--- config.mk ---
export PLATFORM = sky130hd
export DESIGN_NAME = instruction_fetch
export DESIGN_NICKNAME = d
export VERILOG_FILES = /design/src/rtl/instruction_fetch_pkg.sv /design/src/rtl/fetch_out_reg.sv /design/src/rtl/instruction_fetch.sv
export SDC_FILE = /design/constraint.sdc
export NUM_CORES = 1
export LEC_CHECK = 0
export ABC_AREA = 1
export BUFFER_PORTS_ARGS = -buffer_cell sky130_fd_sc_hd__buf_2
export CAP_MARGIN = 20
export CORE_ASPECT_RATIO = 1.5
export CORE_UTILIZATION = 51
export CTS_CLUSTER_SIZE = 12
export DETAILED_ROUTE_END_ITERATION = 10
export PLACE_DENSITY = 0.81
export SETUP_SLACK_MARGIN = 0.05
export SYNTH_ARGS = -nofsm -noshare
export SYNTH_HDL_FRONTEND = slang
export SYNTH_SLANG_ARGS = --single-unit
--- constraint.sdc ---
create_clock -name clk -period 2.1 [get_ports clk]
set_input_delay 0.105 -clock clk [delete_from_list [all_inputs] [get_ports clk]]
set_output_delay 0.105 -clock clk [all_outputs]
set_load 0.03 [all_outputs]
--- src/rtl/instruction_fetch_pkg.sv ---
// Shared CPU constants for the fetch stage.
//   RESET_PC  : first byte address fetched after reset
//   END_WORD  : instruction word that marks end of program
//   PC_INC    : sequential pc step in bytes
//   ST_*      : fetch FSM state encoding
//   fetch_pkt_t : instruction word plus its byte address
package instruction_fetch_pkg;

   localparam logic [31:0] RESET_PC = 32'd0;
   localparam logic [31:0] END_WORD = 32'd0;
   localparam logic [31:0] PC_INC   = 32'd4;

   localparam logic [0:0] ST_FETCH = 1'b0;
   localparam logic [0:0] ST_DONE  = 1'b1;

   typedef struct packed {
      logic [31:0] instr;
      logic [31:0] pc;
   } fetch_pkt_t;

   // Force a byte address onto a word boundary.
   function automatic logic [31:0] align_word(input logic [31:0] addr);
      return {addr[31:2], 2'b00};
   endfunction

endpackage

--- src/rtl/fetch_out_reg.sv ---
// Valid/ready output register for the fetch stage.
//   clk, reset : clock, synchronous active-high reset
//   load       : capture in_pkt and mark valid (wins over clear)
//   clear      : drop valid, keep the payload bits
//   in_pkt     : instruction/pc to capture
//   out_valid  : register holds an instruction
//   out_pkt    : registered instruction/pc
// With neither load nor clear the register holds, which is how a
// stalled consumer (out_ready=0) keeps its instruction stable.
module fetch_out_reg
   import instruction_fetch_pkg::*;
(
   input  logic       clk,
   input  logic       reset,
   input  logic       load,
   input  logic       clear,
   input  fetch_pkt_t in_pkt,
   output logic       out_valid,
   output fetch_pkt_t out_pkt
);

   logic       valid_q, valid_d;
   fetch_pkt_t pkt_q, pkt_d;

   always_comb begin
      valid_d = valid_q;
      pkt_d   = pkt_q;
      if (load) begin
         valid_d = 1'b1;
         pkt_d   = in_pkt;
      end else if (clear) begin
         valid_d = 1'b0;
      end
   end

   always_ff @(posedge clk) begin
      if (reset) begin
         valid_q <= 1'b0;
         pkt_q   <= '0;
      end else begin
         valid_q <= valid_d;
         pkt_q   <= pkt_d;
      end
   end

   assign out_valid = valid_q;
   assign out_pkt   = pkt_q;

endmodule

--- src/rtl/instruction_fetch.sv ---
// Instruction fetch stage: pc register, FETCH/DONE FSM, branch redirect,
// end-of-program detection and accepted-instruction counter.
//   clk, reset              : clock, synchronous active-high reset
//   imem_addr / imem_data   : combinational instruction memory port
//   branch_valid/_target    : one-cycle redirect request
//   out_valid/out_ready     : handshake to the consumer
//   out_instr/out_pc/out_pc8: fetched word, its address, address+8
//   done                    : end marker reached, fetch halted
//   misalign                : sticky, a branch target was not word aligned
//   fetch_count             : saturating count of accepted instructions
module instruction_fetch
   import instruction_fetch_pkg::*;
(
   input  logic        clk,
   input  logic        reset,
   output logic [31:0] imem_addr,
   input  logic [31:0] imem_data,
   input  logic        branch_valid,
   input  logic [31:0] branch_target,
   output logic        out_valid,
   input  logic        out_ready,
   output logic [31:0] out_instr,
   output logic [31:0] out_pc,
   output logic [31:0] out_pc8,
   output logic        done,
   output logic        misalign,
   output logic [15:0] fetch_count
);

   logic [31:0] pc_q, pc_d;
   logic [0:0]  state_q, state_d;
   logic        done_q, done_d;
   logic        misalign_q, misalign_d;
   logic [15:0] fetch_count_q, fetch_count_d;

   logic       capture, is_end, load, clear, accept;
   fetch_pkt_t in_pkt, out_pkt;

   // Output register is free when empty or being drained this edge.
   assign capture = (state_q == ST_FETCH) && !branch_valid && (!out_valid || out_ready);
   assign is_end  = (imem_data == END_WORD);
   assign load    = capture && !is_end;
   assign accept  = out_valid && out_ready;
   // Any drain that is not refilled empties the register; a branch
   // discards whatever is held.
   assign clear   = branch_valid || accept;

   assign in_pkt.instr = imem_data;
   assign in_pkt.pc    = pc_q;

   always_comb begin
      pc_d          = pc_q;
      state_d       = state_q;
      done_d        = done_q;
      misalign_d    = misalign_q;
      fetch_count_d = fetch_count_q;

      if (branch_valid) begin
         pc_d    = align_word(branch_target);
         state_d = ST_FETCH;
         done_d  = 1'b0;
         if (branch_target[1:0] != 2'b00)
            misalign_d = 1'b1;
      end else begin
         if (capture) begin
            if (is_end) begin
               // pc parks on the marker so imem_addr shows where we stopped.
               state_d = ST_DONE;
               done_d  = 1'b1;
            end else begin
               pc_d = pc_q + PC_INC;
            end
         end
         if (accept && fetch_count_q != 16'hFFFF)
            fetch_count_d = fetch_count_q + 16'd1;
      end
   end

   always_ff @(posedge clk) begin
      if (reset) begin
         pc_q          <= RESET_PC;
         state_q       <= ST_FETCH;
         done_q        <= 1'b0;
         misalign_q    <= 1'b0;
         fetch_count_q <= 16'd0;
      end else begin
         pc_q          <= pc_d;
         state_q       <= state_d;
         done_q        <= done_d;
         misalign_q    <= misalign_d;
         fetch_count_q <= fetch_count_d;
      end
   end

   fetch_out_reg u_out_reg (
      .clk       (clk),
      .reset     (reset),
      .load      (load),
      .clear     (clear),
      .in_pkt    (in_pkt),
      .out_valid (out_valid),
      .out_pkt   (out_pkt)
   );

   assign imem_addr   = pc_q;
   assign out_instr   = out_pkt.instr;
   assign out_pc      = out_pkt.pc;
   assign out_pc8     = out_pkt.pc + 32'd8;
   assign done        = done_q;
   assign misalign    = misalign_q;
   assign fetch_count = fetch_count_q;

endmodule

# Word-level counts from Yosys, hierarchy flattened
# Index checks and enable logic that the tools add are counted.
dict set report classes {
  n_mux 5
  n_bitwise 3
  reduce_logical 20
  n_eq_ne 2
  n_addsub 3
}
# cell n
set op_table {}
lappend op_table {{32-bit 2-to-1 mux} 3}
lappend op_table {{32-bit by 3-bit adder with 32-bit output (second input constant)} 1}
lappend op_table {{32-bit by 4-bit adder with 32-bit output (second input constant)} 1}
lappend op_table {{32-bit zero test} 1}
lappend op_table {{16-bit by 1-bit adder with 16-bit output (second input constant)} 1}
lappend op_table {{16-bit != test (second input constant)} 1}
lappend op_table {{2-bit AND reduction} 5}
lappend op_table {{2-bit nonzero test} 3}
lappend op_table {{1-bit logical AND} 5}
lappend op_table {{1-bit zero test} 3}
lappend op_table {{1-bit NOT} 3}
lappend op_table {{1-bit logical OR} 2}
lappend op_table {{1-bit 2-to-1 mux} 2}
lappend op_table {{2-bit != test (second input constant)} 1}
lappend op_table {{2-bit OR reduction} 1}
dict set report totals {
  reg_bits 115
  input_bits 68
}

# Longest topological paths before layout
dict set report depth {
  ltp_word 5
  depth_mapped 12
}

# Modules after synthesis
# Synthesis repeated with hierarchy kept, for this count alone.
dict set report hier_totals {
  cells_unflattened 952
  area_unflattened_um2 6399.9
}
# module n_inst cells_per_inst area_per_inst_um2
set by_module_without_submodules {}
lappend by_module_without_submodules {instruction_fetch 1 670 4103.9}
lappend by_module_without_submodules {fetch_out_reg 1 282 2296.0}

# Least setup slack after synthesis
# OpenSTA, ideal clock, no wires.
dict set report synth_path {
  kind {reg2out}
  startpoint {register u_out_reg.pkt_q (netlist bit u_out_reg.out_pkt[4])}
  endpoint {output out_pc8[21]}
  stages_incl_launch_ff 9
  required_ps 1995
  path_slack_ps -58
  arrival_time_ps 2053
  path_cell_list {dfxtp_1 ha_1 nand3_2 nor3_2 nand2_2 nor2_2 nand2_2 nor2_2 xor2_1}
}
dict set report synth_between {
  elab_chain_len 1
}
# item line
set synth_rtl {}
lappend synth_rtl {{start, declared} fetch_out_reg.sv:23} ;# fetch_pkt_t pkt_q, pkt_d;
lappend synth_rtl {{start signal, assigned} fetch_out_reg.sv:42} ;# pkt_q <= pkt_d;
lappend synth_rtl {{32-bit by 4-bit adder with 32-bit output} instruction_fetch.sv:108} ;# assign out_pc8 = out_pkt.pc + 32'd8;
lappend synth_rtl {{end, declared} instruction_fetch.sv:24} ;# output logic [31:0] out_pc8,
# Every way passes these cells.

# Worst setup path in the final report
dict set report layout_path {
  startpoint {register u_out_reg.pkt_q (netlist bit u_out_reg.out_pkt[14])}
  endpoint {output out_pc8[31]}
}
# The elaborated chain is that of the path after synthesis.

==> impl_metrics.json <==
{
  "relSlewSlack": 0.4936,
  "synthCells": 946,
  "die_w_um": 92.63,
  "fp.coreArea_mm2": 0.01202,
  "die-area_mm2": 0.01278,
  "cp-end-kind": "primary output",
  "p_seq_frac": 0.456,
  "ys_types": 39,
  "vias": 6938,
  "synth_top_area_cell": "dfxtp_1",
  "worstSkewPairLatency_ns": 0.35,
  "wl_per_cell_um": 14.46,
  "grt_first_pass_wirelength_um": 29820,
  "tightest_slew_ns": 0.7588,
  "syn_to_final_growth_pct": 28.53,
  "diodes": 0,
  "syn_area_mm2": 0.006284,
  "cts_made_buffers": 9,
  "worstHoldStart": "imem_data[2]",
  "report.final.slew_viol_count": 0,
  "critPathLaunchType": "flip-flop",
  "synth_top_area_frac": 0.3536,
  "synth_area_leaders": "dfxtp_1 (35%), nand2_1 (13%), nor2_1 (9.9%), o21ai_0 (5.7%), nand3_1 (5.3%)",
  "min_path_type": "primary input to flip-flop",
  "internal_power_w": 0.003447,
  "grt_max_degree": 66,
  "min_period_ns": 2.092,
  "hold-path-cell-count": 3,
  "crit_arrival_ns": 1.99,
  "finClkSkew_ns": 0.006946,
  "die_h_um": 137.9,
  "worstRegToRegCells": 9,
  "combPwrFrac": 0.220,
  "cts_sinks": 111,
  "crit_path_cell_trace": "nand2_1 -> nor2_1 -> nand3b_1 -> nor3_4 -> xor2_1 -> buf_4",
  "synth_warnings": 0,
  "rsz0062_at_grt": "yes",
  "worstSetupPathType": "flip-flop to primary output",
  "nNetsFinal": 1228,
  "yosysSeqAreaShare": 0.3536,
  "r2r_start": "imem_addr[3]",
  "ant_nets": 0,
  "hpwlAfterDp_um": 13980,
  "ys_seq_elements": 111,
  "cp.required_ns": 2.00,
  "path_clk_slew_ns": 0.08,
  "cts_tree": "done",
  "rows": 49,
  "place.gp.congestion": 0.9433,
  "drt_wl_total_um": 19010,
  "grt_overflow_total": 0,
  "avgSynthCellArea_um2": 6.642,
  "fin_area_mm2": 0.008077,
  "antenna_found_initial": 0,
  "drc_errors": 0,
  "io_buffers": 208,
  "p_leak_nw": 3.893,
  "fmax_ghz": 0.4780,
  "maxCapViolations": 0,
  "hold_viol_final": 0,
  "setup_viol": 0,
  "utilization": 0.6721,
  "synth-main-ff-cell": "dfxtp_1",
  "pwr-share-clk": 0.324,
  "synth_most_common_cell": "nand2_1",
  "clockRootBuffer": "clkbuf_16",
  "grt_pass1_vias": 6219,
  "drive_above_1_share": 0.2917,
  "dpl_cell_area_mm2": 0.007466,
  "cts_buffer_depth": 2,
  "ioPinCount": 215,
  "crit_path_max_incr_delay_ns": 0.40,
  "cp-startpoint": "u_out_reg.out_pkt[14]",
  "power.density_mw_per_mm2": 653.0,
  "vias_per_cell": 5.276,
  "synth_common_cells": "nand2_1 (225), nor2_1 (165), dfxtp_1 (111), o21ai_0 (71), nand3_1 (66)",
  "status": "completed",
  "switching_share": 0.3464,
  "drtIter0Drc": 392,
  "async_flop_share": 0,
  "synth_edf_count": 0,
  "start_util": 0.5229,
  "crit_fanout": 5,
  "peakVddDrop_mv": 0.6548,
  "dr.pass1.iters": 5,
  "h-tree-depth": 3,
  "finalCritPeriodShare": 0.9962,
  "crit_path_top_delay_cell": "dfxtp_2",
  "power_switching_w": 0.001827,
  "grt.total_usage": 0.2934
}
[final cells by class]
class / count / area, µm²
fill: 1097 / 3940
multi-input combinational: 735 / 3755
sequential: 111 / 2256
timing repair buffer: 242 / 1358
clock buffer: 9 / 225.2
inverter: 58 / 220.2
tap: 153 / 191.4
clock inverter: 7 / 71.32
[flip-flops by register name, indices dropped and copies added (netlist names)]
name / count
done: 1
u_out_reg.out_valid: 1
misalign: 1
imem_addr: 30
u_out_reg.out_pkt: 62
fetch_count: 16
[final timing paths]
kind | slack (ns) | endpoint
max | 0.008 | out_pc8[31]
min | 0.01 | u_out_reg.out_pkt[34]
max reg2reg | 0.23 | imem_addr[30]
min reg2reg | 0.46 | misalign
[cells in the final DEF, fill, tap and decap left out, drive strengths merged]
cell type / instances
nor2b: 1
or2: 5
nor4: 2
nand3b: 7
inv: 61
o31ai: 1
a21oi: 50
o21bai: 5
nand3: 71
conb: 6
dfxtp: 111
ha: 3
nand2: 236
clkbuf: 11
xor2: 27
buf: 239
nor3b: 2
nor3: 25
xnor2: 15
dlygate4sd3: 1
nand4: 23
o21ai: 75
nor2: 181
clkinv: 4
[power by group through the flow]
stage	clock network, W	logic [W]	registers (W)
finish	0.00171	0.00116	0.00241
global route	0.00181	0.00125	0.00243
CTS	0.00173	0.00113	0.00240
detailed placement	0	0.00111	0.00245
global placement	0	0.00110	0.00244
floorplan	0	0.000522	0.00267
[worst max-delay path, delay by kind of cell, from the launching register on]
| family | cells | cell delay (ns) |
|---|---|---|
| AND/OR/NAND/NOR | 4 | 0.86 |
| flip-flops | 1 | 0.40 |
| XOR/XNOR | 1 | 0.19 |
| buffers and inverters | 1 | 0.18 |
[what timing repair did]
item | CTS | global route
hold buffers | 1 | 0
endpoints found under the hold margin | 1 | 0
pin swaps | 5 | 15
resized for setup | 34 | 24
setup endpoints to repair | 17 | 52
buffers inserted | 8 | 9
cloned | 0 | 1
[per-layer routing]
layer / up-vias / part of all wire / global-route usage
li1: 3478 / - / -
met1: 3156 / 0.40 / 0.3407
met2: 261 / 0.52 / 0.5383
met3: 43 / 0.058 / 0.04879
met4: 0 / 0.029 / 0.1077
met5: - / 0 / 0
[stage by stage]
stage	hold WS, ns	std cells	setup slack [ns]	total power [W]	setup TNS [ns]
2_1_floorplan	0.1741	951	0.05540	0.003195	0
3_3_place_gp	0.3393	1280	0.1434	0.003544	0
3_5_place_dp	0.3458	1280	0.1124	0.003559	0
4_1_cts	0.003630	1305	0.04298	0.005268	0
5_1_grt	0.01478	1315	-0.06343	0.005491	-0.1567
6_report	0.01438	1315	0.008071	0.005274	0
[cell families after synthesis]
family,count (synthesis),share of synthesized area
AND/OR/NAND/NOR,552,0.3981
other,1,0.0005968
buffers and inverters,106,0.07646
XOR/XNOR,42,0.05854
flip-flops,111,0.3536
AO/OA/AOI/OAI,131,0.1067
adder cells (fa/ha/maj),3,0.005974
No activity file was read; power rests on OpenSTA's default activity.
